File: config.mk
export PLATFORM = sky130hd
export DESIGN_NAME = partial_sum_accumulator
export DESIGN_NICKNAME = d
export VERILOG_FILES = /design/src/rtl/partial_sum_accumulator.sv
export SDC_FILE = /design/constraint.sdc
export NUM_CORES = 1
export LEC_CHECK = 0
export ABC_AREA = 1
export CAP_MARGIN = 20
export CELL_PAD_IN_SITES_DETAIL_PLACEMENT = 1
export CELL_PAD_IN_SITES_GLOBAL_PLACEMENT = 2
export CORE_ASPECT_RATIO = 1.5
export CORE_MARGIN = 2
export CORE_UTILIZATION = 29
export CTS_CLUSTER_DIAMETER = 60
export DETAILED_ROUTE_END_ITERATION = 8
export PLACE_DENSITY = 0.79
export REMOVE_ABC_BUFFERS = 1
export SYNTH_ARGS = -nofsm -noshare
export SYNTH_HDL_FRONTEND = slang
export SYNTH_SLANG_ARGS = --single-unit
File: constraint.sdc
create_clock -name clk -period 3.03 [get_ports clk]
set_input_delay 0.4545 -clock clk [delete_from_list [all_inputs] [get_ports clk]]
set_output_delay 0.4545 -clock clk [all_outputs]
set_load 0.01 [all_outputs]
File: src/rtl/partial_sum_accumulator.sv
// partial_sum_accumulator
//   Accumulates NUM_PARTIALS consecutive signed partial dot products from the
//   adder tree. It then applies optional ReLU and saturates the result to
//   OUT_DATA_WIDTH. Finished results are queued in a 2-entry in-order buffer
//   with a valid/ready output. Results that arrive while the buffer is full
//   with no pop are dropped, and the sticky overflow flag is set.
// Ports:
//   clk        system clock, rising edge
//   rst        asynchronous active-high reset
//   s_tdata    signed partial sum (IN_DATA_WIDTH)
//   s_tvalid   partial valid, accepted every cycle it is high (no ready)
//   m_tdata    signed saturated result (OUT_DATA_WIDTH), head of buffer
//   m_tvalid   result valid
//   m_tready   downstream accepts result
//   beat_count partials accumulated toward the current result
//   overflow   sticky, a completed result was dropped
module partial_sum_accumulator #(
   parameter int unsigned IN_DATA_WIDTH  = 16,
   parameter int unsigned ACC_WIDTH      = 24,
   parameter int unsigned OUT_DATA_WIDTH = 16,
   parameter int unsigned NUM_PARTIALS   = 4,
   parameter bit          RELU_EN        = 1'b1
) (
   input  logic                      clk,
   input  logic                      rst,
   input  logic [IN_DATA_WIDTH-1:0]  s_tdata,
   input  logic                      s_tvalid,
   output logic [OUT_DATA_WIDTH-1:0] m_tdata,
   output logic                      m_tvalid,
   input  logic                      m_tready,
   output logic [7:0]                beat_count,
   output logic                      overflow
);

   localparam int unsigned EXT_BITS = ACC_WIDTH - IN_DATA_WIDTH;
   localparam int unsigned PAD_BITS = ACC_WIDTH - OUT_DATA_WIDTH + 1;
   localparam logic [7:0]  LAST_BEAT = 8'(NUM_PARTIALS - 1);

   localparam logic signed [ACC_WIDTH-1:0] SAT_MAX =
      {{PAD_BITS{1'b0}}, {(OUT_DATA_WIDTH-1){1'b1}}};
   localparam logic signed [ACC_WIDTH-1:0] SAT_MIN =
      {{PAD_BITS{1'b1}}, {(OUT_DATA_WIDTH-1){1'b0}}};

   logic signed [ACC_WIDTH-1:0] acc;
   logic signed [ACC_WIDTH-1:0] in_ext;
   logic signed [ACC_WIDTH-1:0] base;
   logic signed [ACC_WIDTH-1:0] final_sum;
   logic signed [ACC_WIDTH-1:0] relu_val;
   logic [OUT_DATA_WIDTH-1:0]   sat_val;
   logic                        last_beat;

   logic [OUT_DATA_WIDTH-1:0]   mem [2];
   logic                        rd_ptr;
   logic                        wr_ptr;
   logic [1:0]                  count;
   logic                        push;
   logic                        pop;
   logic                        push_ok;

   // Beat 0 starts from zero instead of acc, so no stale carry-in. This also
   // makes NUM_PARTIALS=1 fall out naturally (final = sext(s_tdata)).
   always_comb begin
      in_ext    = {{EXT_BITS{s_tdata[IN_DATA_WIDTH-1]}}, s_tdata};
      base      = (beat_count == 8'd0) ? '0 : acc;
      final_sum = base + in_ext;
      relu_val  = (RELU_EN && (final_sum < 0)) ? '0 : final_sum;
      if (relu_val > SAT_MAX) begin
         sat_val = SAT_MAX[OUT_DATA_WIDTH-1:0];
      end else if (relu_val < SAT_MIN) begin
         sat_val = SAT_MIN[OUT_DATA_WIDTH-1:0];
      end else begin
         sat_val = relu_val[OUT_DATA_WIDTH-1:0];
      end
      last_beat = (beat_count == LAST_BEAT);
   end

   always_ff @(posedge clk or posedge rst) begin
      if (rst) begin
         acc        <= '0;
         beat_count <= '0;
      end else if (s_tvalid) begin
         if (last_beat) begin
            beat_count <= '0;
         end else begin
            acc        <= final_sum;
            beat_count <= beat_count + 8'd1;
         end
      end
   end

   // A pop in the same cycle frees a slot, so a push into a full buffer
   // succeeds in that case. When the buffer is full, wr_ptr equals rd_ptr,
   // and the new entry overwrites the slot being popped.
   always_comb begin
      m_tvalid = (count != 2'd0);
      m_tdata  = m_tvalid ? mem[rd_ptr] : '0;
      pop      = m_tvalid && m_tready;
      push     = s_tvalid && last_beat;
      push_ok  = push && ((count != 2'd2) || pop);
   end

   always_ff @(posedge clk or posedge rst) begin
      if (rst) begin
         mem[0]   <= '0;
         mem[1]   <= '0;
         rd_ptr   <= 1'b0;
         wr_ptr   <= 1'b0;
         count    <= '0;
         overflow <= 1'b0;
      end else begin
         if (push_ok) begin
            mem[wr_ptr] <= sat_val;
            wr_ptr      <= ~wr_ptr;
         end
         if (pop) begin
            rd_ptr <= ~rd_ptr;
         end
         count <= count + 2'(push_ok) - 2'(pop);
         if (push && !push_ok) begin
            overflow <= 1'b1;
         end
      end
   end

endmodule
==> flow_metrics.tcl, run 1 <==
set metrics [dict create \
    drive_above_1_share_pct 37.30 \
    grt_util_met2_pct 38.32 \
    min_period_ns 3.224 \
    clockBufferDepth 2 \
    setup_slack_ns -0.1941 \
    synth_seq_cells 69 \
    p_per_area_nw_per_um2 1040 \
    synthArstFlopShare_pct 100.0 \
    failed_checks "setup timing" \
    post-route-util_pct 45.45 \
    gp_congestion 0.8552 \
    hold_slack_ns 0.4645 \
    overflow 0 \
    grt_max_degree 45 \
    cp-start-kind "flip-flop" \
    antenna_found_initial 0 \
    hold_viol 0 \
    end_kind "flip-flop" \
    drt-total-wl_um 18580 \
    crit_type "reg2reg" \
    area_growth_pct 53.28 \
    num_vias 5213 \
    status "finished, violations left" \
    rsz0062_at_grt "yes" \
    ant_nets 0 \
    ios 46 \
    cap_violations 0 \
    nets 917 \
    grt_use_total_pct 19.06 \
    synth_enable_flop_cells 0 \
    first_pass_iters 4 \
    final_area_um2 7652 \
    grt_pass1_vias 5629 \
    period_share_pct 106.4 \
    yosysTopAreaCell "dfrtp_1" \
    cts_root_buf "clkbuf_16" \
    yosysMostFrequentCell "nand2_1" \
    power.leakage_nw 3.648 \
    cts_tree "done" \
    syn-cell-area_um2 4992 \
    path_max_fanout 7 \
    clkTransAtPathRegs_ns 0.06 \
    yosys_warnings 0 \
    tightest_slew_ns 0.6483 \
    clock_skew_ns 0.01111 \
    grtUsageMet1_pct 20.45 \
    row_count 58 \
    initial_core_util_pct 29.65 \
    yosys-top-cells-count "nand2_1 (263), inv_1 (105), dfrtp_1 (69)" \
    ys_seq_area_share_pct 34.59 \
    grt_util_met3_pct 1.541 \
    worst_ep_arrival_time_ns 3.46 \
    grt_first_pass_wirelength_um 27820 \
    switching_share_pct 47.27 \
    synth_flop_cell "dfrtp_1" \
    maxClockFrequency_ghz 0.3102 \
    finalSetupViolations 31 \
    p_clk_share_pct 12.7 \
    p_seq_share_pct 16.5 \
    drtIter0Drc 115 \
    p_total_w 0.007957 \
    clock-sinks 69 \
    synth_top_area_share_pct 34.59 \
    hold_path_class "reg2reg" \
    fp.dieH_um 164.7 \
    vdd_drop_max_uv 307.3 \
    post_dp_cell_area_um2 6185 \
    syn_inst 734 \
    h-tree-depth 3 \
    die_x_um 111.1 \
    slew_viol_final 0 \
    via_per_inst 4.809 \
    die_area_um2 18300 \
    route.detailed.drc 0 \
    detail_route.wl_per_cell_um 17.14 \
    slew-limit-headroom_pct 56.73 \
    combPwrFrac_pct 70.8 \
    switchingPower_w 0.003761 \
    grt_busiest_layer "met2" \
    dpl.hpwl_um 13150 \
    core_um2 16840 \
    syn_avg_cell_area_um2 6.801 \
    setup-tns-final_ns -4.595 \
    cts-buffers-inserted 9 \
    synth_area_leaders "dfrtp_1 (35%), nand2_1 (20%), inv_1 (7.9%), ha_1 (6.8%), nand3_1 (5.0%)" \
    ys_types 31 \
    port_buffers 45 \
    insertion_delay_ns 0.35 \
    p_int_w 0.004195 \
    worst_ep_required_time_ns 3.26 \
    antenna_cells 0 \
]
[cells in the final DEF (no fill, tap or decap), drive strengths merged, types with 9 or more instances in the layout]
cell type and instances:
nand3 63, nand2 273, xor2 14, a21oi 33, clkbuf 13, buf 96, xnor2 9, nand4 9
o21ai 30, nor2 57, inv 114, ha 27, dfrtp 69, clkdlybuf4s50 45
[registers in the layout (all words and copies together), names as in the netlist]
register and cells:
rd_ptr 1, beat_count 8, overflow 1, mem 32, wr_ptr 1, acc 24, count 2
[per-stage QoR]
step	std cells	setup slack [ns]
after floorplan	714	-0.7550
after global placement	1038	-0.2137
after detailed placement	1038	-0.2959
after CTS	1058	-0.1675
after global routing	1084	-0.3109
final	1084	-0.1941
[final timing paths]
kind | endpoint | cells past startpoint | start | slack [ns]
min reg2reg | overflow | 1 | overflow | 0.46
min in group asynchronous | acc[12] | 2 | rst | 0.51
max | mem[8] | 20 | beat_count[4] | -0.19
min | overflow | 1 | overflow | 0.46
max reg2reg | mem[8] | 20 | beat_count[4] | -0.19
max in group asynchronous | acc[23] | 3 | rst | 1.84
[layer usage]
layer	up-vias	part of all wire [%]
met2	62	58
met1	2580	38
met3	30	1.3
met5	-	0
met4	0	2.8
li1	2541	-
[power groups by stage]
| stage | Combinational, W | Clock, W | Sequential [W] |
|---|---|---|---|
| 3_5_place_dp | 0.00417 | 0 | 0.00132 |
| 2_1_floorplan | 0.00220 | 0 | 0.00135 |
| 3_3_place_gp | 0.00410 | 0 | 0.00130 |
| 4_1_cts | 0.00429 | 0.00104 | 0.00131 |
| 6_report | 0.00564 | 0.00101 | 0.00131 |
| 5_1_grt | 0.00609 | 0.00108 | 0.00134 |
[critical path, cell delays in order, from the launching register on]
cell	delay [ns]
dfrtp_1	0.40
nor4_4	0.31
nand3_2	0.15
clkinv_4	0.13
buf_12	0.16
nor2_4	0.05
ha_4	0.30
nand2_4	0.07
nor2_4	0.12
inv_2	0.07
nor2_2	0.12
nand4_1	0.22
nand3_2	0.16
nand2_2	0.07
nand2_2	0.08
nand2_2	0.07
nor2_4	0.18
clkbuf_16	0.19
nand3_2	0.09
nand3_1	0.10
nand2_1	0.05
[final cells by class]
type / count / area (um^2)
timing repair buffer: 144 / 1328
clock buffer: 10 / 239.0
fill: 2063 / 9184
sequential: 69 / 1727
inverter: 115 / 441.7
multi-input combinational: 530 / 3616
tap: 210 / 262.8
clock inverter: 6 / 38.79
[logic make-up (layout without fill, tap and decap cells)]
group                      count (synthesis)  count (layout)  synth area share [%]
and+or+nand+nor                          411             411                 36.29
DFF                                       69              69                 34.59
buffers and inverters                    135             275                 10.83
adders and majority gates                 28              28                 7.168
AOI/OAI and AO/OA                         68              68                 7.093
xor gates and xnor gates                  23              23                 4.035
[what timing repair did]
action                     4_1_cts  5_1_grt
cloned                           0        3
setup endpoints to repair       32       44
gates resized for setup         15      213
pin swaps                        9       67
hold buffers                     0        0
buffers inserted                 4       24
Note: power is estimated with default switching activity, not from simulation.
==> inputs of run 2 (changes only) <==
CORE_ASPECT_RATIO = not set   (was 1.5)
==> run 2 against run 1 <==
Design area grew 5.8%. The run still ends with setup timing left. Highest routed layer unchanged. Combinational power rose by 9.2%. Cell count is 2.6% higher. Critical path type unchanged.
==> flow_metrics.tcl, run 2 (same netlist as run 1, synthesis figures left out) <==
set metrics [dict create \
    status "finished, violations left" \
    failed_checks "setup timing" \
    cts_root_buf "clkbuf_16" \
    p_int_w 0.004505 \
    reg_top3 "mem: 32 flops, acc: 24 flops, beat_count: 8 flops" \
    power.leakage_nw 3.835 \
    cts_tree "done" \
    min_period_ns 3.187 \
    die_x_um 135.2 \
    row_count 47 \
    critPathMaxStageDelay_ns 0.42 \
    clock-sinks 69 \
    rsz0062_at_grt "yes" \
    n_fill_cell 2027 \
    nets 935 \
    most-common-layout-cells "nand2_1 (206), buf_4 (103), inv_1 (91), dfrtp_1 (69)" \
    drtIter0Drc 252 \
    worst_ep_required_time_ns 3.27 \
    cap_violations 0 \
    placedCellCount 1051 \
    layout.cells.non_filler 1112 \
    first_pass_iters 4 \
    p_clk_share_pct 12.9 \
    num_vias 5291 \
    crit_type "reg2reg" \
    clkTransAtPathRegs_ns 0.06 \
    cp_top_family "simple AND/OR/NAND/NOR gates" \
    path_max_fanout 7 \
    combPwrFrac_pct 71.8 \
    cp-start-kind "flip-flop" \
    switching_share_pct 47.48 \
    maxClockFrequency_ghz 0.3138 \
    drive_above_1_share_pct 39.69 \
    switchingPower_w 0.004073 \
    slew-limit-headroom_pct 59.72 \
    overflow 0 \
    post_dp_cell_area_um2 6220 \
    drt-total-wl_um 18720 \
    crit_top_cell "nand2_1" \
    gp_congestion 0.8675 \
    antenna_found_initial 0 \
    grt_first_pass_wirelength_um 27190 \
    core_um2 16700 \
    insertion_delay_ns 0.35 \
    largest_register_ffs 32 \
    cts-buffers-inserted 9 \
    ios 46 \
    tightest_slew_ns 0.6035 \
    setup-tns-final_ns -3.884 \
    final_area_um2 8097 \
    p_per_area_nw_per_um2 1059 \
    port_buffers 45 \
    h-tree-depth 3 \
    crit_slowest_cell "dfrtp_1" \
    via_per_inst 4.758 \
    fp.dieH_um 135.2 \
    end_kind "flip-flop" \
    largest_register "mem" \
    antenna_cells 0 \
    die_area_um2 18280 \
    ant_nets 0 \
    slew_viol_final 0 \
    area_growth_pct 62.18 \
    detail_route.wl_per_cell_um 16.84 \
    crit_buf_inv 5 \
    period_share_pct 105.2 \
    dpl.hpwl_um 12400 \
    grt_use_total_pct 18.84 \
    setup_slack_ns -0.1571 \
    vdd_drop_max_uv 368.8 \
    initial_core_util_pct 29.89 \
    grt_max_degree 46 \
    ctsHoldBuffers 0 \
    clockBufferDepth 2 \
    hold_viol 0 \
    multi_input_area_um2 3840 \
    worst_ep_arrival_time_ns 3.43 \
    hold_slack_ns 0.4755 \
    final_common_cell "nand2_1" \
    route.detailed.drc 0 \
    hold_path_class "in2async" \
    finalSetupViolations 30 \
    p_seq_share_pct 15.3 \
    clock_skew_ns 0.007243 \
    cp_cell_sequence "nor4_4, nand3_2, clkinv_4, clkbuf_16, nor2_2, ha_4, nand2_4, inv_1, nand2_1, nand2_1, inv_1, nand2_2, nand2_2, nand2_1, nand2_1, nand2_2, nor2_4, nand2_2, nor2_4, clkbuf_16, nand3_4, nand3_2, nand2_1" \
    register_area_um2 1727 \
    grt_pass1_vias 5510 \
]
-- run 2: cell count changes in the layout (fill, tap and decap cells not counted), moves of 5 or more --
cell | previous run | this run
nand3_1 | 27 | 10
nand2_2 | 58 | 45
nand2_4 | 14 | 21
nand3_2 | 30 | 35
nand2_1 | 200 | 206
nand3_4 | 6 | 18
buf_4 | 87 | 103
-- run 2: layout make-up --
type	instances	area share, %
timing repair buffer	162	18.53
sequential	69	21.33
clock inverter	6	0.8809
inverter	115	5.486
tap	220	3.400
multi-input combinational	530	47.43
clock buffer	10	2.952
-- run 2: final timing paths --
kind                               start            end  slack, ns  depth (start not counted)
max reg2reg                beat_count[7]        mem[22]      -0.16                         23
min in group clk                overflow       overflow       0.48                          1
min                                  rst  beat_count[7]       0.48                          2
max                        beat_count[7]        mem[22]      -0.16                         23
max in group asynchronous            rst         acc[8]       1.88                          3
min reg2reg                     overflow       overflow       0.48                          1
-- run 2: per-stage QoR --
stage / total power (W) / util, % / setup WS, ns
detailed placement: 0.005484 / 37.24 / -0.2986
CTS: 0.006821 / 40.60 / -0.1709
global route: 0.009144 / 48.48 / -0.3338
floorplan: 0.003544 / - / -0.7550
global placement: 0.005407 / 37.24 / -0.2331
finish: 0.008578 / 48.48 / -0.1571
-- run 2: routing by layer --
metal / track usage [%] / share of wire (%) / vias to the layer above
li1: - / - / 2586
met1: 24.12 / 45 / 2621
met2: 32.66 / 51 / 60
met3: 3.217 / 2.2 / 24
met4: 5.498 / 1.4 / 0
met5: 0 / 0 / -
-- run 2: repair_timing --
action	CTS	global route
setup endpoints to repair	33	59
pin swaps	4	66
buffers inserted	19	25
cloned	1	4
resized for setup	24	235
-- run 2: worst reg2reg max path: cells and delay by family, from the launching register on --
kind / cells / cell delay, ns
AND/OR/NAND/NOR: 17 / 1.72
buffers and inverters: 5 / 0.68
flip-flops: 1 / 0.42
adder cells (fa/ha/maj): 1 / 0.28
-- run 2: power by group through the flow --
stage | registers, W | clock network [W] | logic, W
3_3_place_gp | 0.00130 | 0 | 0.00410
2_1_floorplan | 0.00135 | 0 | 0.00220
6_report | 0.00131 | 0.00110 | 0.00616
3_5_place_dp | 0.00132 | 0 | 0.00416
4_1_cts | 0.00130 | 0.00113 | 0.00438
5_1_grt | 0.00134 | 0.00116 | 0.00664
